`config.mk`:
```
export PLATFORM = sky130hd
export DESIGN_NAME = cp0_intr_ctrl
export DESIGN_NICKNAME = d
export VERILOG_FILES = /design/src/rtl/cp0_intr_pkg.sv /design/src/rtl/cp0_intr_ctrl_irq_sync_edge.sv /design/src/rtl/cp0_intr_ctrl.sv
export SDC_FILE = /design/constraint.sdc
export NUM_CORES = 1
export LEC_CHECK = 0
export BUFFER_PORTS_ARGS = -buffer_cell sky130_fd_sc_hd__buf_2
export CAP_MARGIN = 20
export CORE_MARGIN = 2
export CORE_UTILIZATION = 30
export CTS_CLUSTER_DIAMETER = 200
export DETAILED_ROUTE_END_ITERATION = 6
export RECOVER_POWER = 100
export SLEW_MARGIN = 30
export SYNTH_ARGS = -nofsm -noshare
export SYNTH_HDL_FRONTEND = slang
export SYNTH_SLANG_ARGS = --single-unit
```
`constraint.sdc`:
```
create_clock -name clk -period 3.01 [get_ports clk]
set_clock_uncertainty 0.15 [all_clocks]
set_input_delay 0.4515 -clock clk [delete_from_list [all_inputs] [get_ports clk]]
set_output_delay 0.4515 -clock clk [all_outputs]
set_load 0.01 [all_outputs]
```
`src/rtl/cp0_intr_pkg.sv`:
```
// ----------------------------------------------------------------------------
// cp0_intr_pkg: shared types and constants for the CP0 interrupt unit. Rev 1.0
// ----------------------------------------------------------------------------
`default_nettype none

package cp0_intr_pkg;

  typedef enum logic [1:0] {
    IDLE    = 2'd0,
    REQ     = 2'd1,
    SERVICE = 2'd2
  } intr_state_e;

  localparam logic [1:0] ADDR_COUNT   = 2'd0;
  localparam logic [1:0] ADDR_COMPARE = 2'd1;
  localparam logic [1:0] ADDR_PENDING = 2'd2;
  localparam logic [1:0] ADDR_RSVD    = 2'd3;

  localparam int         IM_BASE    = 8;
  localparam logic [2:0] TIMER_LINE = 3'd7;
  localparam logic [4:0] CAUSE_INT  = 5'd0;

  // Highest set bit wins; line 7 (timer) therefore outranks every external line.
  function automatic logic [2:0] highest_line(input logic [7:0] vec);
    logic [2:0] idx;
    idx = 3'd0;
    for (int i = 0; i < 8; i++) begin
      if (vec[i]) idx = 3'(i);
    end
    return idx;
  endfunction

endpackage

`default_nettype wire

```
`src/rtl/cp0_intr_ctrl_irq_sync_edge.sv`:
```
// ----------------------------------------------------------------------------
// irq_sync_edge: 2-flop synchroniser followed by a rising-edge detector. Rev 1.0
// ----------------------------------------------------------------------------
`default_nettype none

module irq_sync_edge (
  input  logic clk,
  input  logic rst_n,
  input  logic async_in,
  output logic rise
);

  logic r_meta;
  logic r_sync;
  logic r_prev;

  always_ff @(posedge clk or negedge rst_n) begin
    if (!rst_n) begin
      r_meta <= 1'b0;
      r_sync <= 1'b0;
      r_prev <= 1'b0;
    end else begin
      r_meta <= async_in;
      r_sync <= r_meta;
      r_prev <= r_sync;
    end
  end

  assign rise = r_sync & ~r_prev;

endmodule

`default_nettype wire

```
`src/rtl/cp0_intr_ctrl.sv`:
```
// ----------------------------------------------------------------------------
// cp0_intr_ctrl: interrupt sources, Count/Compare timer, req/ack toward CP0. Rev 1.0
// ----------------------------------------------------------------------------
`default_nettype none

module cp0_intr_ctrl
  import cp0_intr_pkg::*;
#(
  parameter int NUM_IRQ = 6,
  parameter int DIV     = 4
) (
  input  logic               clk,
  input  logic               rst_n,
  input  logic [NUM_IRQ-1:0] irq_in,
  input  logic [31:0]        status,
  input  logic               wr_en,
  input  logic [1:0]         wr_addr,
  input  logic [31:0]        wr_data,
  input  logic [1:0]         rd_addr,
  output logic [31:0]        rd_data,
  output logic               int_req,
  output logic [2:0]         int_line,
  input  logic               int_ack,
  input  logic               eret,
  output logic               timer_int
);

  localparam logic [1:0] ST_IDLE    = IDLE;
  localparam logic [1:0] ST_REQ     = REQ;
  localparam logic [1:0] ST_SERVICE = SERVICE;

  localparam int           PW        = (DIV > 1) ? $clog2(DIV) : 1;
  localparam logic [PW-1:0] PRESC_MAX = PW'(DIV - 1);

  logic [1:0]    r_state;
  logic          r_req;
  logic [2:0]    r_line;
  logic          r_timer_int;
  logic [7:0]    r_pend;
  logic [31:0]   r_count;
  logic [31:0]   r_compare;
  logic [PW-1:0] r_presc;

  logic [6:0]    w_edge;
  logic [7:0]    w_pend_nxt;
  logic [7:0]    w_elig;
  logic [2:0]    w_top;
  logic          w_tick;
  logic          w_count_wr;
  logic          w_compare_wr;
  logic          w_pending_wr;
  logic [31:0]   w_count_inc;
  logic          w_match;
  logic          w_ack_take;
  logic          w_unused_ok;

  // Lines without a physical input keep a constant-zero edge so pending stays clear.
  for (genvar k = 0; k < 7; k++) begin : g_line
    if (k < NUM_IRQ) begin : g_used
      irq_sync_edge u_sync (
        .clk      (clk),
        .rst_n    (rst_n),
        .async_in (irq_in[k]),
        .rise     (w_edge[k])
      );
    end else begin : g_unused
      assign w_edge[k] = 1'b0;
    end
  end

  assign w_count_wr   = wr_en && (wr_addr == ADDR_COUNT);
  assign w_compare_wr = wr_en && (wr_addr == ADDR_COMPARE);
  assign w_pending_wr = wr_en && (wr_addr == ADDR_PENDING);

  assign w_tick      = (r_presc == PRESC_MAX);
  assign w_count_inc = r_count + 32'd1;
  assign w_match     = w_tick && !w_count_wr && (w_count_inc == r_compare);

  always_ff @(posedge clk or negedge rst_n) begin
    if (!rst_n) begin
      r_count   <= 32'd0;
      r_compare <= 32'hFFFF_FFFF;
      r_presc   <= '0;
    end else begin
      if (w_count_wr) begin
        r_count <= wr_data;
        r_presc <= '0;
      end else if (w_tick) begin
        r_count <= w_count_inc;
        r_presc <= '0;
      end else begin
        r_presc <= r_presc + PW'(1);
      end
      if (w_compare_wr) r_compare <= wr_data;
    end
  end

  assign w_ack_take = (r_state == ST_REQ) && int_ack;

  // Ordering encodes precedence: clears first, then sets, then the COMPARE-write clear.
  always_comb begin
    w_pend_nxt = r_pend;
    if (w_pending_wr) w_pend_nxt = w_pend_nxt & ~wr_data[7:0];
    if (w_ack_take && (r_line != TIMER_LINE)) w_pend_nxt[r_line] = 1'b0;
    w_pend_nxt[6:0] = w_pend_nxt[6:0] | w_edge;
    if (w_match) w_pend_nxt[TIMER_LINE] = 1'b1;
    if (w_compare_wr) w_pend_nxt[TIMER_LINE] = 1'b0;
  end

  always_ff @(posedge clk or negedge rst_n) begin
    if (!rst_n) begin
      r_pend      <= 8'd0;
      r_timer_int <= 1'b0;
    end else begin
      r_pend      <= w_pend_nxt;
      r_timer_int <= r_pend[TIMER_LINE];
    end
  end

  assign w_elig = r_pend & status[IM_BASE +: 8] & {8{status[0]}};
  assign w_top  = highest_line(w_elig);

  always_ff @(posedge clk or negedge rst_n) begin
    if (!rst_n) begin
      r_state <= ST_IDLE;
      r_req   <= 1'b0;
      r_line  <= 3'd0;
    end else begin
      case (r_state)
        ST_IDLE: begin
          if (|w_elig) begin
            r_line  <= w_top;
            r_req   <= 1'b1;
            r_state <= ST_REQ;
          end
        end
        ST_REQ: begin
          if (int_ack) begin
            r_req   <= 1'b0;
            r_state <= ST_SERVICE;
          end else if (!w_elig[r_line]) begin
            r_req   <= 1'b0;
            r_state <= ST_IDLE;
          end
        end
        ST_SERVICE: begin
          if (eret) r_state <= ST_IDLE;
        end
        default: begin
          r_req   <= 1'b0;
          r_state <= ST_IDLE;
        end
      endcase
    end
  end

  always_comb begin
    rd_data = 32'd0;
    case (rd_addr)
      ADDR_COUNT:   rd_data = r_count;
      ADDR_COMPARE: rd_data = r_compare;
      ADDR_PENDING: rd_data = {24'd0, r_pend};
      default:      rd_data = 32'd0;
    endcase
  end

  assign int_req   = r_req;
  assign int_line  = r_line;
  assign timer_int = r_timer_int;

  assign w_unused_ok = ^{status[31:16], status[7:1]};

endmodule

`default_nettype wire

```
# == Yosys cells after proc, flatten, opt, wreduce, memory -nomap -nowiden ==
# Index checks and enable logic that the tools add are counted.
# totals
output_inout_bits,37
inputBits,79
regBits,99
word_cells,108
# op_classes
n_eq_ne,12
order_cmp,2
n_addsub,2
n_reduce_logical,17
muxes,29
n_bitwise,20
# op_table
cell,n
$pmux W32 S3,1
$mux W32,2
$add A32 B1 Y32 const B,1
$and A8 B8 Y8,4
$eq A32 B32 Y1,1
$mux W3,6
$mux W8,2
$not A8 Y8,2
$mux W2,6
$eq A2 B2 Y1 const B,4
$logic_and A1 B1 Y1,8
$mux W1,8
$reduce_or A8 Y1,1
$not A1 Y1,7
$or A7 B6 Y7,1
$and A1 B1 Y1,6
$eq A2 B1 Y1 const B,3
$logic_not A2 Y1,3
$ne A3 B3 Y1 const B,2
$pmux W2 S3,1
$reduce_and A3 Y1,2
$lt A3 B4 Y1 const B,1
$ne A2 B2 Y1 const B,2
$bmux W1 S3,1
other kinds (7),7

# == Logic depth before layout (Yosys ltp) ==
# Gate-level depths: netlist of run 1.
# logic_depth
depth_word,9
ltp_mapped,10
depth_no_buf,8

# == Modules after synthesis ==
# A second synthesis of run 1 with hierarchy kept.
# hier_totals
hier_cells,615
area_unflattened_um2,5940.7
# modules_own_cells
module,cells_each,area_each_um2,seq_area_each_um2,instances
cp0_intr_ctrl,591,5407.7,2067.0,1
irq_sync_edge,4,88.8,75.1,6

# == Least setup slack after synthesis of run 1 ==
# No wires, ideal clock.
# synth_path
path_kind,reg-to-reg
start,reg r_count[0]
end,reg r_pend[7]
setup_slack_ps,550
required_ps,2784
arrival_time_ps,2234
stages_incl_launch_ff,10
n_path_buf,1
setup_ps,76
synth_period_minus_slack_ps,2460
cell_sequence,dfrtp_1 -> ha_1 -> clkbuf_1 -> and4_1 -> nand4_1 -> xnor2_1 -> or4b_1 -> nor4_1 -> o2111ai_1 -> o21ai_1
# synth_via
elab_chain_len,5
# synth_rtl
element,line_no,rtl
"start, declared",cp0_intr_ctrl.sv:40,logic [31:0] r_count;
"start signal, assigned",cp0_intr_ctrl.sv:86,r_count <= wr_data;
"start signal, assigned",cp0_intr_ctrl.sv:89,r_count <= w_count_inc;
$add A32 B1 Y32,cp0_intr_ctrl.sv:76,assign w_count_inc = r_count + 32'd1;
$eq A32 B32 Y1,cp0_intr_ctrl.sv:77,assign w_match = w_tick && !w_count_wr && (w_count_inc == r_compare);
$logic_and A1 B1 Y1,cp0_intr_ctrl.sv:77,
$mux W1,cp0_intr_ctrl.sv:106,if (w_match) w_pend_nxt[TIMER_LINE] = 1'b1;
$mux W1,cp0_intr_ctrl.sv:107,if (w_compare_wr) w_pend_nxt[TIMER_LINE] = 1'b0;
net w_pend_nxt[7],cp0_intr_ctrl.sv:45,logic [7:0] w_pend_nxt;
"end signal, assigned",cp0_intr_ctrl.sv:115,r_pend <= w_pend_nxt;
"end, declared",cp0_intr_ctrl.sv:39,logic [7:0] r_pend;
# The timed path passes the listed nets, and every way through them passes these cells.
# A chain may end at the register's enable or synchronous reset.

# == Final worst setup path of run 1 ==
# Ends and elaborated chain as after synthesis.

==> flow_summary.yaml, run 1 <==
placed_design:
  port_buffers: 92
  dp_hpwl_mm: 11.5
  gp_congestion: 0.879
logic_synthesis:
  syn_inst: 640
  synth_fp_nets: 721
  yosysUniqueCellTypes: 64
  ys_ff_latch: 99
  synth_area_per_cell_um2: 9.44
  synth_edf_count: 0
  synthArstFlopShare_pct: 100
  yosysSeqAreaShare_pct: 41.7
  synth_ff_type: "dfrtp_1"
  syn_area_um2: 6040
  synth-warning-count: 0
critical_path:
  crit_required_ns: 3.14
  cp-end-kind: "flip-flop"
  startpoint_type: "flip-flop"
  path_max_fanout: 12
  r2r-start: "r_count[0]"
  crit_start: "r_count[0]"
  arrival_ns: 2.91
  critPathKind: "reg -> reg"
floorplan:
  start_util_pct: 30.8
  io_pins: 116
  num_rows: 51
  die_x_um: 146
  die_area_um2: 21300
  coreArea_um2: 19600
  die-height_um: 146
global_routing:
  use_met2_pct: 24.4
  globalRouteTotalUtil_pct: 14.9
  grt_pass1_vias: 4766
  grt.busiest_layer: "met2"
  grt_pass1_wl_mm: 25.2
  grt_antenna_before_repair: 0
  grt.overflow.total: 0
  met1_usage_pct: 20.0
  globalRouteMet3Util_pct: 2.01
  grt_max_degree: 51
timing:
  tns_ns: 0
  grt_setup_unrepaired: "no"
  hold_ws_ns: 0.0492
  setup_viol: 0
  hold_viol: 0
  tightest_slew_ns: 2.09
  period_share_pct: 92.4
  slew_headroom_pct: -39.2
  fmax_mhz: 360
  fin_crit_ns: 2.78
  slew_violations: 34
cts:
  clock_latency_ns: 0.35
  cts_buffer_depth: 2
  cts_root_buffer: "clkbuf_16"
  ctsResizeCount: 0
  postCtsSetupBuffers: 0
  cts.sink_count: 99
  h-tree-depth: 3
  numCtsBuffers: 9
  cts_tree: "done"
  cts.reportedPaths.clkPinSlew_ns: 0.07
run_status:
  status: "finished, violations left"
  violations: "max-capacitance violations, max-slew violations"
power_and_ir_drop:
  ir_drop_v: 0.000300
  power_density_nw_per_um2: 675
  leakagePower_nw: 2.74
drt:
  wirelength_mm: 15.7
  drc_errors: 0
  ant_nets: 0
  initialDrtViolationCount: 230
  routedWlPerCell_um: 16.0
  drt_first_pass_iters: 4
  vias: 4889
  via_per_inst: 4.97
cells_and_area:
  drive_gt1_share_pct: 23.3
  layout.nets: 794
  post-route-util_pct: 35.6
  num-fill-cells: 2047
  area_growth_pct: 15.4
min_path:
  min-delay-start: "irq_in[1]"
  hold_class: "in -> reg"
run:
  max-cap-violations: 1
## critical path: stages (launching register included)
cell      delay, ns
dfrtp_1        0.61
nand2_2        0.18
nor3_2         0.20
clkbuf_1       0.39
nand4_1        0.20
xnor2_1        0.17
nor4_1         0.37
nand4_1        0.25
o21ai_1        0.18
## cells by family (layout without fill, tap and decap cells)
| kind of cell | count (synthesis) | after routing | synth area share, % |
|---|---|---|---|
| xor+xnor | 77 | 77 | 11.2 |
| buf+inv | 68 | 146 | 5.57 |
| compound gates | 105 | 105 | 10.7 |
| fa+ha+maj | 2 | 2 | 0.414 |
| flops | 99 | 99 | 41.7 |
| simple gates | 221 | 221 | 18.5 |
| mux | 68 | 68 | 12.0 |
| other cells | 0 | 1 | 0 |
## metrics by stage
stage                     cells  instance area, um2  worst slack [ns]  power, mW
after detailed placement    966                6750             0.324       3.53
after CTS                   983                7080             0.282       4.78
final                       984                6970             0.230       4.71
after floorplan             640                6040             0.550       3.08
after global placement      966                6750             0.303       3.51
after global routing        983                6970            0.0465       5.01
## Yosys cell counts, types with 4 or more instances
master / n / share of area (%)
and2_1: 4 / 0.41
nand2_1: 82 / 5.1
buf_2: 7 / 0.58
inv_1: 15 / 0.93
buf_1: 4 / 0.25
xnor2_1: 39 / 5.7
dfrtp_1: 67 / 28
mux2_2: 35 / 6.5
mux2i_1: 33 / 5.5
nand3_1: 16 / 1.3
clkbuf_1: 32 / 2.0
nor2_1: 39 / 2.4
nor3_1: 10 / 0.83
buf_6: 7 / 1.3
nand4_1: 20 / 2.1
and4_1: 6 / 0.87
and3_1: 8 / 0.83
dfstp_2: 32 / 14
a21oi_1: 9 / 0.75
xor2_1: 38 / 5.5
o21ai_0: 54 / 4.5
nor4_1: 7 / 0.72
a31oi_1: 4 / 0.41
nand3b_1: 4 / 0.50
o311ai_0: 4 / 0.58
## registers in the layout, summed over array words and instances (netlist names)
register	count
timer_int	1
r_compare	32
int_line	3
g_line.g_used.u_sync.r_sync	6
r_presc	2
r_state	2
int_req	1
g_line.g_used.u_sync.r_meta	6
r_pend	8
g_line.g_used.u_sync.r_prev	6
r_count	32
## final cells by class
type | count | area, um2 | area share, %
antenna | 1 | 2.50 | 0.0359
inverter | 15 | 56.3 | 0.808
clock inverter | 5 | 61.3 | 0.879
timing repair buffer | 115 | 562 | 8.06
multi-input combinational | 473 | 3190 | 45.7
tap | 265 | 332 | 4.76
sequential | 99 | 2520 | 36.1
clock buffer | 11 | 253 | 3.63
## power by group
part           switching (mW)  internal, mW  total (mW)
clock                   0.528         0.691        1.22
sequential              0.417          1.66        2.07
combinational           0.741         0.676        1.42
total                    1.69          3.02        4.71
## final timing paths
path                                             endpoint  slack [ns]  cells past startpoint
max                                             r_pend[7]        0.23                      8
min                        g_line[1].g_used.u_sync.r_meta        0.05                      1
max reg2reg                                     r_pend[7]        0.23                      8
min reg2reg                g_line[3].g_used.u_sync.r_sync        0.20                      0
max in group asynchronous                     r_count[18]        0.51                      3
min in group asynchronous                       timer_int        0.75                      2
## per-layer routing
layer / vias to the layer above / wire (um)
met5: - / 0
met4: 0 / 304
met3: 18 / 473
met2: 89 / 7480
met1: 2398 / 7460
li1: 2384 / -
## repair_timing
item | CTS | global route
endpoints found under the setup margin | 0 | 0
endpoints found under the hold margin | 1 | 0
hold buffers | 1 | 0
## layout by cell type, fill, tap and decap left out, types with 6 or more instances in the layout
master	n
inv_1	15
nor2_1	39
o21ai_0	54
and4_1	6
clkbuf_16	9
nor3_1	10
clkbuf_1	43
xor2_1	38
buf_4	13
a21oi_1	9
nand2_1	82
nor4_1	7
dfrtp_1	67
buf_2	54
and3_1	8
nand4_1	20
mux2_2	35
xnor2_1	39
mux2i_1	33
dfstp_2	32
nand3_1	16
Power figures use the tool's default switching activity.
==> inputs of run 2 (changes only) <==
--- a/config.mk
+++ b/config.mk
@@ -11,8 +11,10 @@
 export CORE_UTILIZATION = 30
 export CTS_CLUSTER_DIAMETER = 200
 export DETAILED_ROUTE_END_ITERATION = 6
+export PLACE_DENSITY_LB_ADDON = 0.08
 export RECOVER_POWER = 100
-export SLEW_MARGIN = 30
+export SLEW_MARGIN = 15
 export SYNTH_ARGS = -nofsm -noshare
 export SYNTH_HDL_FRONTEND = slang
+export SYNTH_HIERARCHICAL = 1
 export SYNTH_SLANG_ARGS = --single-unit
==> run 2 against run 1 <==
Against the previous run: highest routed layer unchanged; worst hold slack worse by 0.010 ns; flip-flop and latch count stayed put; global-route usage rose by 1.8 points; combinational power grew 4%; cell area is 0.74% higher; clock power is essentially flat; largest cell class unchanged; worst setup slack gained 0.015 ns; area after synthesis fell by 1.7%; largest power group unchanged; via count is 3.6% lower; die area is 1.6% lower; critical path type unchanged; critical path depth shrank 1; cell count decreased by 0.81%; the run now ends clean.
==> flow_summary.yaml, run 2 <==
critical_path:
  critPathSlowestCell: "nor4_4"
  reg2reg_slack_ns: 0.25
  crit_chain: "nand4_4 > nor4_4 > o311ai_0 > o21ai_0 > nand3_1 > or4_1 > o31ai_1"
  cpPeakStageDelay_ns: 0.58
  r2r-start: "r_count[11]"
  arrival_ns: 2.87
  critPathBufInv: 0
  crit_required_ns: 3.12
  path_delay_family: "simple AND/OR/NAND/NOR gates"
  cp-end-kind: "flip-flop"
  crit_start: "r_count[11]"
  path_max_fanout: 8
  startpoint_type: "flip-flop"
  critPathKind: "reg -> reg"
logic_synthesis:
  syn_area_um2: 5940
  synthTopCellsByArea: "dfrtp_1 28%, dfstp_2 14%, mux2_2 6.3%"
  synth_fp_nets: 696
  synth_edf_count: 0
  syn_inst: 615
  synth_area_per_cell_um2: 9.66
  synth_ff_type: "dfrtp_1"
  synth_top_area_share_pct: 28.2
  synthTopCellsByCount: "93 x nand2_1, 67 x dfrtp_1, 47 x o21ai_0, 43 x nor2_1, 42 x xor2_1"
  ys_ff_latch: 99
  yosysUniqueCellTypes: 58
  yosysSeqAreaShare_pct: 42.4
  synth_area_leader_cell: "dfrtp_1"
  synthArstFlopShare_pct: 100
  yosysMostFrequentCell: "nand2_1"
  synth-warning-count: 6
placed_design:
  port_buffers: 92
  gp_congestion: 0.827
  dp_hpwl_mm: 12.3
  dp_cells: 959
floorplan:
  die_area_um2: 20900
  num_rows: 51
  io_pins: 116
  start_util_pct: 30.5
  coreArea_um2: 19500
  die-height_um: 145
  die_x_um: 145
cells_and_area:
  area_growth_pct: 18.2
  layout.nets: 787
  n_antenna_cell: 0
  instances_no_fill: 976
  drive_gt1_share_pct: 25.7
  final_cell_mix: "93 x nand2_1, 67 x dfrtp_1, 55 x buf_2"
  reg_top3: "r_compare x32, r_count x32, r_pend x8"
  mostFrequentLayoutCell: "nand2_1"
drt:
  drt_first_pass_iters: 4
  dr.max_layer_used: "met4"
  ant_nets: 0
  drc_errors: 0
  vias: 4711
  wl_met3_um: 519
  wl_met2_mm: 7.39
  wirelength_mm: 16.7
  wl_met1_mm: 8.53
  via_per_inst: 4.83
  initialDrtViolationCount: 262
  routedWlPerCell_um: 17.1
timing:
  slew_violations: 0
  tns_ns: 0
  setup_viol: 0
  hold_ws_ns: 0.0389
  fin_crit_ns: 2.76
  period_share_pct: 91.8
  grt_setup_unrepaired: "no"
  slew_headroom_pct: 23.6
  fmax_mhz: 362
  hold_viol: 0
  tightest_slew_ns: 1.15
cts:
  cts.reportedPaths.clkPinSlew_ns: 0.08
  h-tree-depth: 3
  cts.sink_count: 99
  cts_buffer_depth: 2
  postCtsSetupBuffers: 0
  cts_root_buffer: "clkbuf_16"
  clock_latency_ns: 0.36
  numCtsBuffers: 9
  cts_tree: "done"
global_routing:
  grt_pass1_vias: 4748
  grt.overflow.total: 0
  grt_antenna_before_repair: 0
  grt_max_degree: 61
  globalRouteTotalUtil_pct: 16.7
  grt_pass1_wl_mm: 26.6
min_path:
  min-delay-start: "irq_in[1]"
  hold_class: "in -> reg"
power_and_ir_drop:
  ir_drop_v: 0.000275
  power_density_nw_per_um2: 668
  leakagePower_nw: 2.85
run_status:
  status: "finished, final reports clean"
run:
  max-cap-violations: 0
## run 2: cell count changes in the layout (fill, tap and decap cells not counted), sizes merged, moves of 5 or more
cell   previous run  this run
a21oi             9         4
inv              15         9
nand2            83        93
a31o              1         6
nor2             39        44
and4              8         3
nand3            17        31
buf              67        72
nor2b             3        11
o21ai            56        48
## run 2: logic make-up after synthesis
group,count (synthesis),share of synthesized area [%]
AND/OR/NAND/NOR,236,21.2
buffers and inverters,48,3.29
XOR/XNOR,79,11.6
multiplexers,70,12.7
adder cells (fa/ha/maj),2,0.421
AO/OA/AOI/OAI,81,8.36
flip-flops,99,42.4
## run 2: per-stage QoR
step / power [mW] / util [%] / cell area, um2 / setup slack [ns]
floorplan: 2.98 / - / 5940 / 0.499
global placement: 3.51 / 34.9 / 6800 / 0.381
detailed placement: 3.53 / 34.9 / 6800 / 0.302
CTS: 4.80 / 36.6 / 7130 / 0.275
global route: 5.03 / 36.1 / 7020 / 0.0429
finish: 4.69 / 36.1 / 7020 / 0.245
## run 2: final timing paths
path                       depth (start not counted)                              to
max reg2reg                                        7                       r_pend[7]
max                                                7                       r_pend[7]
max in group asynchronous                          3  g_line[0].g_used.u_sync/r_prev
min in group asynchronous                          2                     r_count[13]
min reg2reg                                        0  g_line[5].g_used.u_sync/r_sync
min                                                1  g_line[1].g_used.u_sync/r_meta
## run 2: final cells by class
type / count / area (um2)
clock buffer: 9 / 225
clock inverter: 7 / 93.8
fill: 2023 / 12400
inverter: 6 / 22.5
multi-input combinational: 468 / 3230
sequential: 99 / 2520
tap: 265 / 332
timing repair buffer: 122 / 606
## run 2: repair_timing
action                    4_1_cts  5_1_grt
hold buffers                    1        0
gates resized for setup         0        0
hold endpoints to repair       20        0
## run 2: layer usage
layer,global-route usage [%],vias to the layer above
li1,-,2312
met2,25.0,88
met5,0,-
met1,24.8,2298
met3,2.37,13
met4,5.26,0
## run 2: report_power, final
part	internal, mW	total [mW]	switching (mW)
clock	0.603	1.23	0.629
combinational	0.669	1.48	0.814
sequential	1.65	1.98	0.324
total	2.93	4.69	1.77
